$ cat config.mk
export PLATFORM = sky130hd
export DESIGN_NAME = hdmi_i2c_seq
export DESIGN_NICKNAME = d
export VERILOG_FILES = /design/src/rtl/hdmi_pkg.sv /design/src/rtl/hdmi_cfg_rom.sv /design/src/rtl/hdmi_i2c_seq.sv
export SDC_FILE = /design/constraint.sdc
export NUM_CORES = 1
export LEC_CHECK = 0
export ABC_CLOCK_PERIOD_IN_PS = 3800
export CORE_MARGIN = 5
export CORE_UTILIZATION = 50
export CTS_CLUSTER_SIZE = 14
export DETAILED_ROUTE_END_ITERATION = 7
export PLACE_DENSITY = 0.73
export SLEW_MARGIN = 0
export SYNTH_ARGS = -nofsm -noshare
export SYNTH_HDL_FRONTEND = slang
export SYNTH_SLANG_ARGS = --single-unit
export TNS_END_PERCENT = 1
$ cat constraint.sdc
create_clock -name clk -period 3.8 [get_ports clk]
set_clock_uncertainty 0.15 [all_clocks]
set_input_delay 0.38 -clock clk [delete_from_list [all_inputs] [get_ports clk]]
set_output_delay 0.38 -clock clk [all_outputs]
set_load 0.01 [all_outputs]
$ cat src/rtl/hdmi_pkg.sv
// Shared types and constants for the HDMI transmitter init sequencer:
// FSM states, table markers and the 16-bit {reg, data} table entry.
package hdmi_pkg;

  typedef enum logic [2:0] {
    S_IDLE    = 3'd0,
    S_FETCH   = 3'd1,
    S_ISSUE   = 3'd2,
    S_WAIT    = 3'd3,
    S_DELAY   = 3'd4,
    S_BACKOFF = 3'd5,
    S_FINISH  = 3'd6,
    S_FAIL    = 3'd7
  } state_e;

  localparam logic [7:0] END_MARK   = 8'hFE;
  localparam logic [7:0] DELAY_MARK = 8'hFF;

  typedef struct packed {
    logic [7:0] regaddr;
    logic [7:0] data;
  } entry_t;

  // Tables are passed as a flat vector, entry i at bits [16*i +: 16].
  localparam int MAX_ENTRIES = 256;

  // Typical ADV7513-style bring-up: power up, fixed registers, RGB 4:4:4 in/out.
  localparam logic [MAX_ENTRIES*16-1:0] DEFAULT_TABLE = {
    {(MAX_ENTRIES-13){16'h0000}},
    16'hFE00, 16'hAF06, 16'h1630, 16'h1500, 16'hF900, 16'hE0D0,
    16'hA3A4, 16'hA2A4, 16'h9D61, 16'h9C30, 16'h9AE0, 16'h9803,
    16'h4110
  };

endpackage

$ cat src/rtl/hdmi_cfg_rom.sv
// Combinational index-to-entry lookup into the init table. Indices past
// N_ENTRIES read back as an end marker.
module hdmi_cfg_rom
  import hdmi_pkg::*;
#(
  parameter int                         N_ENTRIES = 32,
  parameter logic [MAX_ENTRIES*16-1:0]  TABLE     = DEFAULT_TABLE
) (
  input  logic [7:0] i_idx,
  output entry_t     o_entry
);

  always_comb begin
    o_entry = '{regaddr: END_MARK, data: 8'h00};
    if (int'(i_idx) < N_ENTRIES) begin
      o_entry = TABLE[{i_idx, 4'h0} +: 16];
    end
  end

endmodule

$ cat src/rtl/hdmi_i2c_seq.sv
// HDMI transmitter init sequencer: walks a register table and issues I2C writes
// through a byte-level master, with per-entry retry/back-off and delay entries.
module hdmi_i2c_seq
  import hdmi_pkg::*;
#(
  parameter logic [6:0]                 DEV_ADDR   = 7'h39,
  parameter int                         N_ENTRIES  = 32,
  parameter int                         MAX_RETRY  = 3,
  parameter int                         DELAY_UNIT = 1024,
  parameter int                         BACKOFF    = 256,
  parameter logic [MAX_ENTRIES*16-1:0]  TABLE      = DEFAULT_TABLE
) (
  input  logic       clk,
  input  logic       resetn,
  input  logic       start,
  output logic       m_req,
  output logic [6:0] m_dev,
  output logic [7:0] m_reg,
  output logic [7:0] m_data,
  input  logic       m_ready,
  input  logic       m_done,
  input  logic       m_nack,
  output logic       busy,
  output logic       done,
  output logic       err,
  output logic [7:0] err_idx,
  output state_e     dbg_state
);

  localparam int DLY_MAX = 255 * DELAY_UNIT;
  localparam int CNT_MAX = (DLY_MAX > BACKOFF) ? DLY_MAX : BACKOFF;
  localparam int CNT_W   = $clog2(CNT_MAX + 1);

  state_e           r_state, w_state_nxt;
  logic [8:0]       r_idx;
  logic [3:0]       r_retry;
  logic [3:0]       w_retry_inc;
  logic [CNT_W-1:0] r_cnt;
  logic [7:0]       r_reg, r_data, r_err_idx;
  logic             r_done, r_err;
  logic             w_in_range;
  logic             w_req, w_busy;
  entry_t           w_entry;

  hdmi_cfg_rom #(
    .N_ENTRIES (N_ENTRIES),
    .TABLE     (TABLE)
  ) u_rom (
    .i_idx   (r_idx[7:0]),
    .o_entry (w_entry)
  );

  assign w_in_range  = (int'(r_idx) < N_ENTRIES);
  assign w_retry_inc = r_retry + 4'd1;

  always_ff @(posedge clk or negedge resetn) begin
    if (!resetn) r_state <= S_IDLE;
    else         r_state <= w_state_nxt;
  end

  // A NACK wins over a simultaneous done.
  always_comb begin
    w_state_nxt = r_state;
    case (r_state)
      S_IDLE:    if (start) w_state_nxt = S_FETCH;
      S_FETCH: begin
        if (!w_in_range || w_entry.regaddr == END_MARK) w_state_nxt = S_FINISH;
        else if (w_entry.regaddr == DELAY_MARK)         w_state_nxt = S_DELAY;
        else                                            w_state_nxt = S_ISSUE;
      end
      S_ISSUE:   if (m_ready) w_state_nxt = S_WAIT;
      S_WAIT: begin
        if (m_nack) w_state_nxt = (int'(w_retry_inc) < MAX_RETRY) ? S_BACKOFF : S_FAIL;
        else if (m_done) w_state_nxt = S_FETCH;
      end
      S_DELAY:   if (r_cnt == '0) w_state_nxt = S_FETCH;
      S_BACKOFF: if (r_cnt == '0) w_state_nxt = S_ISSUE;
      S_FINISH:  w_state_nxt = S_IDLE;
      S_FAIL:    w_state_nxt = S_IDLE;
      default:   w_state_nxt = S_IDLE;
    endcase
  end

  // m_req/m_ready: m_req rises with m_dev/m_reg/m_data already valid, is never
  // withdrawn, and the write is accepted on the first clock where both are high;
  // the fields then hold until m_done or m_nack.
  always_comb begin
    w_req  = 1'b0;
    w_busy = 1'b0;
    if (r_state == S_ISSUE) w_req = 1'b1;
    if (r_state != S_IDLE)  w_busy = 1'b1;
  end

  always_ff @(posedge clk or negedge resetn) begin
    if (!resetn) begin
      r_idx     <= '0;
      r_retry   <= '0;
      r_cnt     <= '0;
      r_reg     <= '0;
      r_data    <= '0;
      r_done    <= 1'b0;
      r_err     <= 1'b0;
      r_err_idx <= '0;
    end else begin
      case (r_state)
        S_IDLE: begin
          if (start) begin
            r_done    <= 1'b0;
            r_err     <= 1'b0;
            r_err_idx <= '0;
            r_idx     <= '0;
          end
        end
        S_FETCH: begin
          if (w_in_range && w_entry.regaddr == DELAY_MARK) begin
            r_cnt <= CNT_W'(int'(w_entry.data) * DELAY_UNIT);
          end else if (w_in_range && w_entry.regaddr != END_MARK) begin
            r_retry <= '0;
            r_reg   <= w_entry.regaddr;
            r_data  <= w_entry.data;
          end
        end
        S_WAIT: begin
          if (m_nack) begin
            r_retry <= w_retry_inc;
            if (int'(w_retry_inc) < MAX_RETRY) r_cnt <= CNT_W'(BACKOFF - 1);
            else                               r_err_idx <= r_idx[7:0];
          end else if (m_done) begin
            r_idx <= r_idx + 9'd1;
          end
        end
        S_DELAY: begin
          if (r_cnt == '0) r_idx <= r_idx + 9'd1;
          else             r_cnt <= r_cnt - CNT_W'(1);
        end
        S_BACKOFF: begin
          if (r_cnt != '0) r_cnt <= r_cnt - CNT_W'(1);
        end
        S_FINISH: r_done <= 1'b1;
        S_FAIL:   r_err  <= 1'b1;
        default: ;
      endcase
    end
  end

  assign m_req     = w_req;
  assign m_dev     = DEV_ADDR;
  assign m_reg     = r_reg;
  assign m_data    = r_data;
  assign busy      = w_busy;
  assign done      = r_done;
  assign err       = r_err;
  assign err_idx   = r_err_idx;
  assign dbg_state = r_state;

endmodule
==> metrics.csv <==
metric,value,unit
status,completed,
nets,476,
overflow,0,
synth_compound_area_share,21.4,%
cts_setup_buffers,0,
syn_area_per_cell,8.52,um^2
vias_per_cell,5.92,
hold_class,in -> async,
regMostFlops,r_cnt,
p_sw,0.00164,W
synth-adder-area-share,4.09,%
synthCells,431,
die-area,9160,um^2
std_cell_rows,31,
yosys.area_share.simple,22.9,%
htree_levels,3,
synthFlopType,dfrtp_1,
setup.worst_path.start_class,register,
die_h,95.7,um
synth_top_area_cell,dfrtp_1,
post-route-cell-area,4260,um^2
design.core.area,7210,um^2
numCtsBuffers,9,
synth-async-reset-ratio,100,%
dp_hpwl,6.41,mm
clock-sinks,59,
cts_tree,built,
pwr-share-seq,29.9,%
root_buffer,clkbuf_8,
required,3.90,ns
grt_pass1_vias,3207,
cts-resized-gates,0,
postCtsHoldBufs,0,
clk_pin_slew_worst_paths,0.08,ns
leakagePower,1.88,nW
grt_pass1_wl,15.8,mm
initial_core_util,50.9,%
drv_cap,0,
setup_viol,0,
synth_top_area_share,40.2,%
ys_ff_latch,59,
worst_pin_slew,0.876,ns
p_int,0.00202,W
period_share,87.6,%
synth_area,3670,um^2
seq_area_frac_synth,40.2,%
ir_drop,0.375,mV
synth_area_leaders,"dfrtp_1 (40%), nand2_1 (4.5%), ha_1 (4.1%)",
area_growth,16.1,%
drt_pass1_iterations,5,
grt_antenna_before_repair,0,
fp.dieW,95.7,um
ys_warn_count,0,
reg_top3,"r_cnt (18), r_idx (9)",
combPwrFrac,53.2,%
hold_violations,0,
crit_type,reg -> reg,
track_usage,22.0,%
antenna_cells,0,
rsz0062_at_grt,no,
io_pins,44,
synth_top_family_by_area,simple AND/OR/NAND/NOR gates,
synth_mux_area_share,2.18,%
finalCriticalPeriod,3.33,ns
fin_util,59.1,%
tns,0,ns
crit_arrival,3.43,ns
io_buffers,35,
wl,9.25,mm
crit_path_end_kind,register,
drc,0,
slew_headroom,41.6,%
drt_iter0_markers,243,
rr_startpoint,r_idx[0],
synthXorXnorAreaFrac,1.67,%
r2r_setup_slack,0.47,ns
r2r_cells,9,
drv_slew,0,
clock_latency,0.35,ns
worstPathMaxFanout,15,
synth.distinct_cells,64,
max_freq,300,MHz
grt_max_degree,38,
switching_share,44.9,%
largest_reg_flops,18,
drive_above_1_share,7.79,%
synth_edf_count,0,
wl_per_cell,16.5,um
ant_nets,0,
r2r-end,m_data[5],
clockPowerShare,17.0,%
dpl_cell_area,4050,um^2
holdWs,0.00825,ns
gp_congestion,0.854,
clockBufferDepth,2,
p_per_area,858,nW/um^2
vias,3320,
==> layer usage <==
| layer | up-vias | wire, um | global-route usage, % |
|---|---|---|---|
| li1 | 1578 | - | - |
| met3 | 18 | 526 | 4.69 |
| met5 | - | 0 | 0 |
| met2 | 126 | 4240 | 33.3 |
| met1 | 1598 | 4300 | 31.0 |
| met4 | 0 | 183 | 8.18 |
==> final cells by class <==
cell class                      instances  area, um^2
Clock buffer                           14         183
Clock inverter                          1        30.0
Fill cell                             667        2950
Inverter                               22        82.6
Multi-Input combinational cell        321        1950
Sequential cell                        59        1480
Tap cell                               99         124
Timing Repair Buffer                   45         420
==> cells in the mapped netlist (all sizes together) (2+ instances only) <==
cell and instances:
dfrtp 59, nand2 45, o21ai 43, nor2 32, a21oi 29, inv 22, nand3 21, buf 19
clkbuf 16, nor3 16, a31oi 13, ha 12, and2 7, nand4 7, o22ai 6, o31ai 6
and3 5, nand2b 4, nor2b 4, nor4 4, xor2 4, a211oi 3, a41oi 3, mux2 3
nor3b 3, nor4b 3, o21a 3, or3 3, xnor2 3, a211o 2, and3b 2, conb 2
mux2i 2, nand3b 2, o2bb2ai 2, or2 2, or2b 2, or4 2
==> worst max-delay path, stage by stage, from the launching register on <==
cell and delay (ns):
dfrtp_1 0.55, inv_1 0.20, ha_1 0.43, inv_1 0.08, mux4_2 0.51, nor4b_4 0.40
a2111o_1 0.51, buf_4 0.26, nand2_1 0.06, o21ai_0 0.08
==> power groups by stage <==
stage	Sequential (W)	Clock (W)	Combinational, W
after global placement	0.00109	0	0.00188
final	0.00109	0.000621	0.00194
after detailed placement	0.00110	0	0.00193
after global routing	0.00113	0.000658	0.00217
after floorplan	0.00103	0	0.00140
after CTS	0.00109	0.000627	0.00194
==> metrics by stage <==
step	total power [W]	instances	setup slack, ns
after CTS	0.00366	561	0.466
after detailed placement	0.00303	546	0.496
after floorplan	0.00243	437	0.798
after global placement	0.00297	546	0.673
after global routing	0.00396	561	0.182
final	0.00366	561	0.471
==> cells in the final DEF, fill, tap and decap left out, types with 4 or more instances in the layout <==
| cell type | Yosys | final |
|---|---|---|
| dfrtp_1 | 59 | 59 |
| nand2_1 | 44 | 44 |
| clkdlybuf4s50_1 | 0 | 34 |
| nor2_1 | 32 | 32 |
| a21oi_1 | 29 | 29 |
| o21ai_0 | 24 | 24 |
| inv_1 | 21 | 21 |
| nand3_1 | 21 | 21 |
| o21ai_1 | 19 | 19 |
| nor3_1 | 16 | 16 |
| a31oi_1 | 13 | 13 |
| clkbuf_8 | 0 | 13 |
| ha_1 | 12 | 12 |
| buf_4 | 9 | 10 |
| conb_1 | 2 | 8 |
| nand4_1 | 7 | 7 |
| o31ai_1 | 6 | 6 |
| and2_1 | 6 | 6 |
| o22ai_1 | 6 | 6 |
| and3_1 | 5 | 5 |
| nor2b_1 | 4 | 4 |
| nand2b_1 | 4 | 4 |
| xor2_1 | 4 | 4 |
==> kinds of logic after synthesis <==
group                      after synthesis
buffers and inverters                   57
other                                    2
and+or+nand+nor                        164
xor gates and xnor gates                 7
DFF                                     59
muxes                                    6
adders and majority gates               12
AOI/OAI and AO/OA                      124
==> worst max-delay path by stage <==
stage                   from        end  slack, ns  cells after the start
detailed placement  r_idx[0]  m_data[5]       0.50                      9
CTS                 r_idx[0]  m_data[5]       0.47                      9
global placement    r_idx[0]   m_reg[5]       0.67                      7
global route        r_idx[0]  m_data[5]       0.18                      9
finish              r_idx[0]  m_data[5]       0.47                      9
floorplan           r_idx[0]   m_reg[5]       0.80                      9
Power figures use the tool's default switching activity.
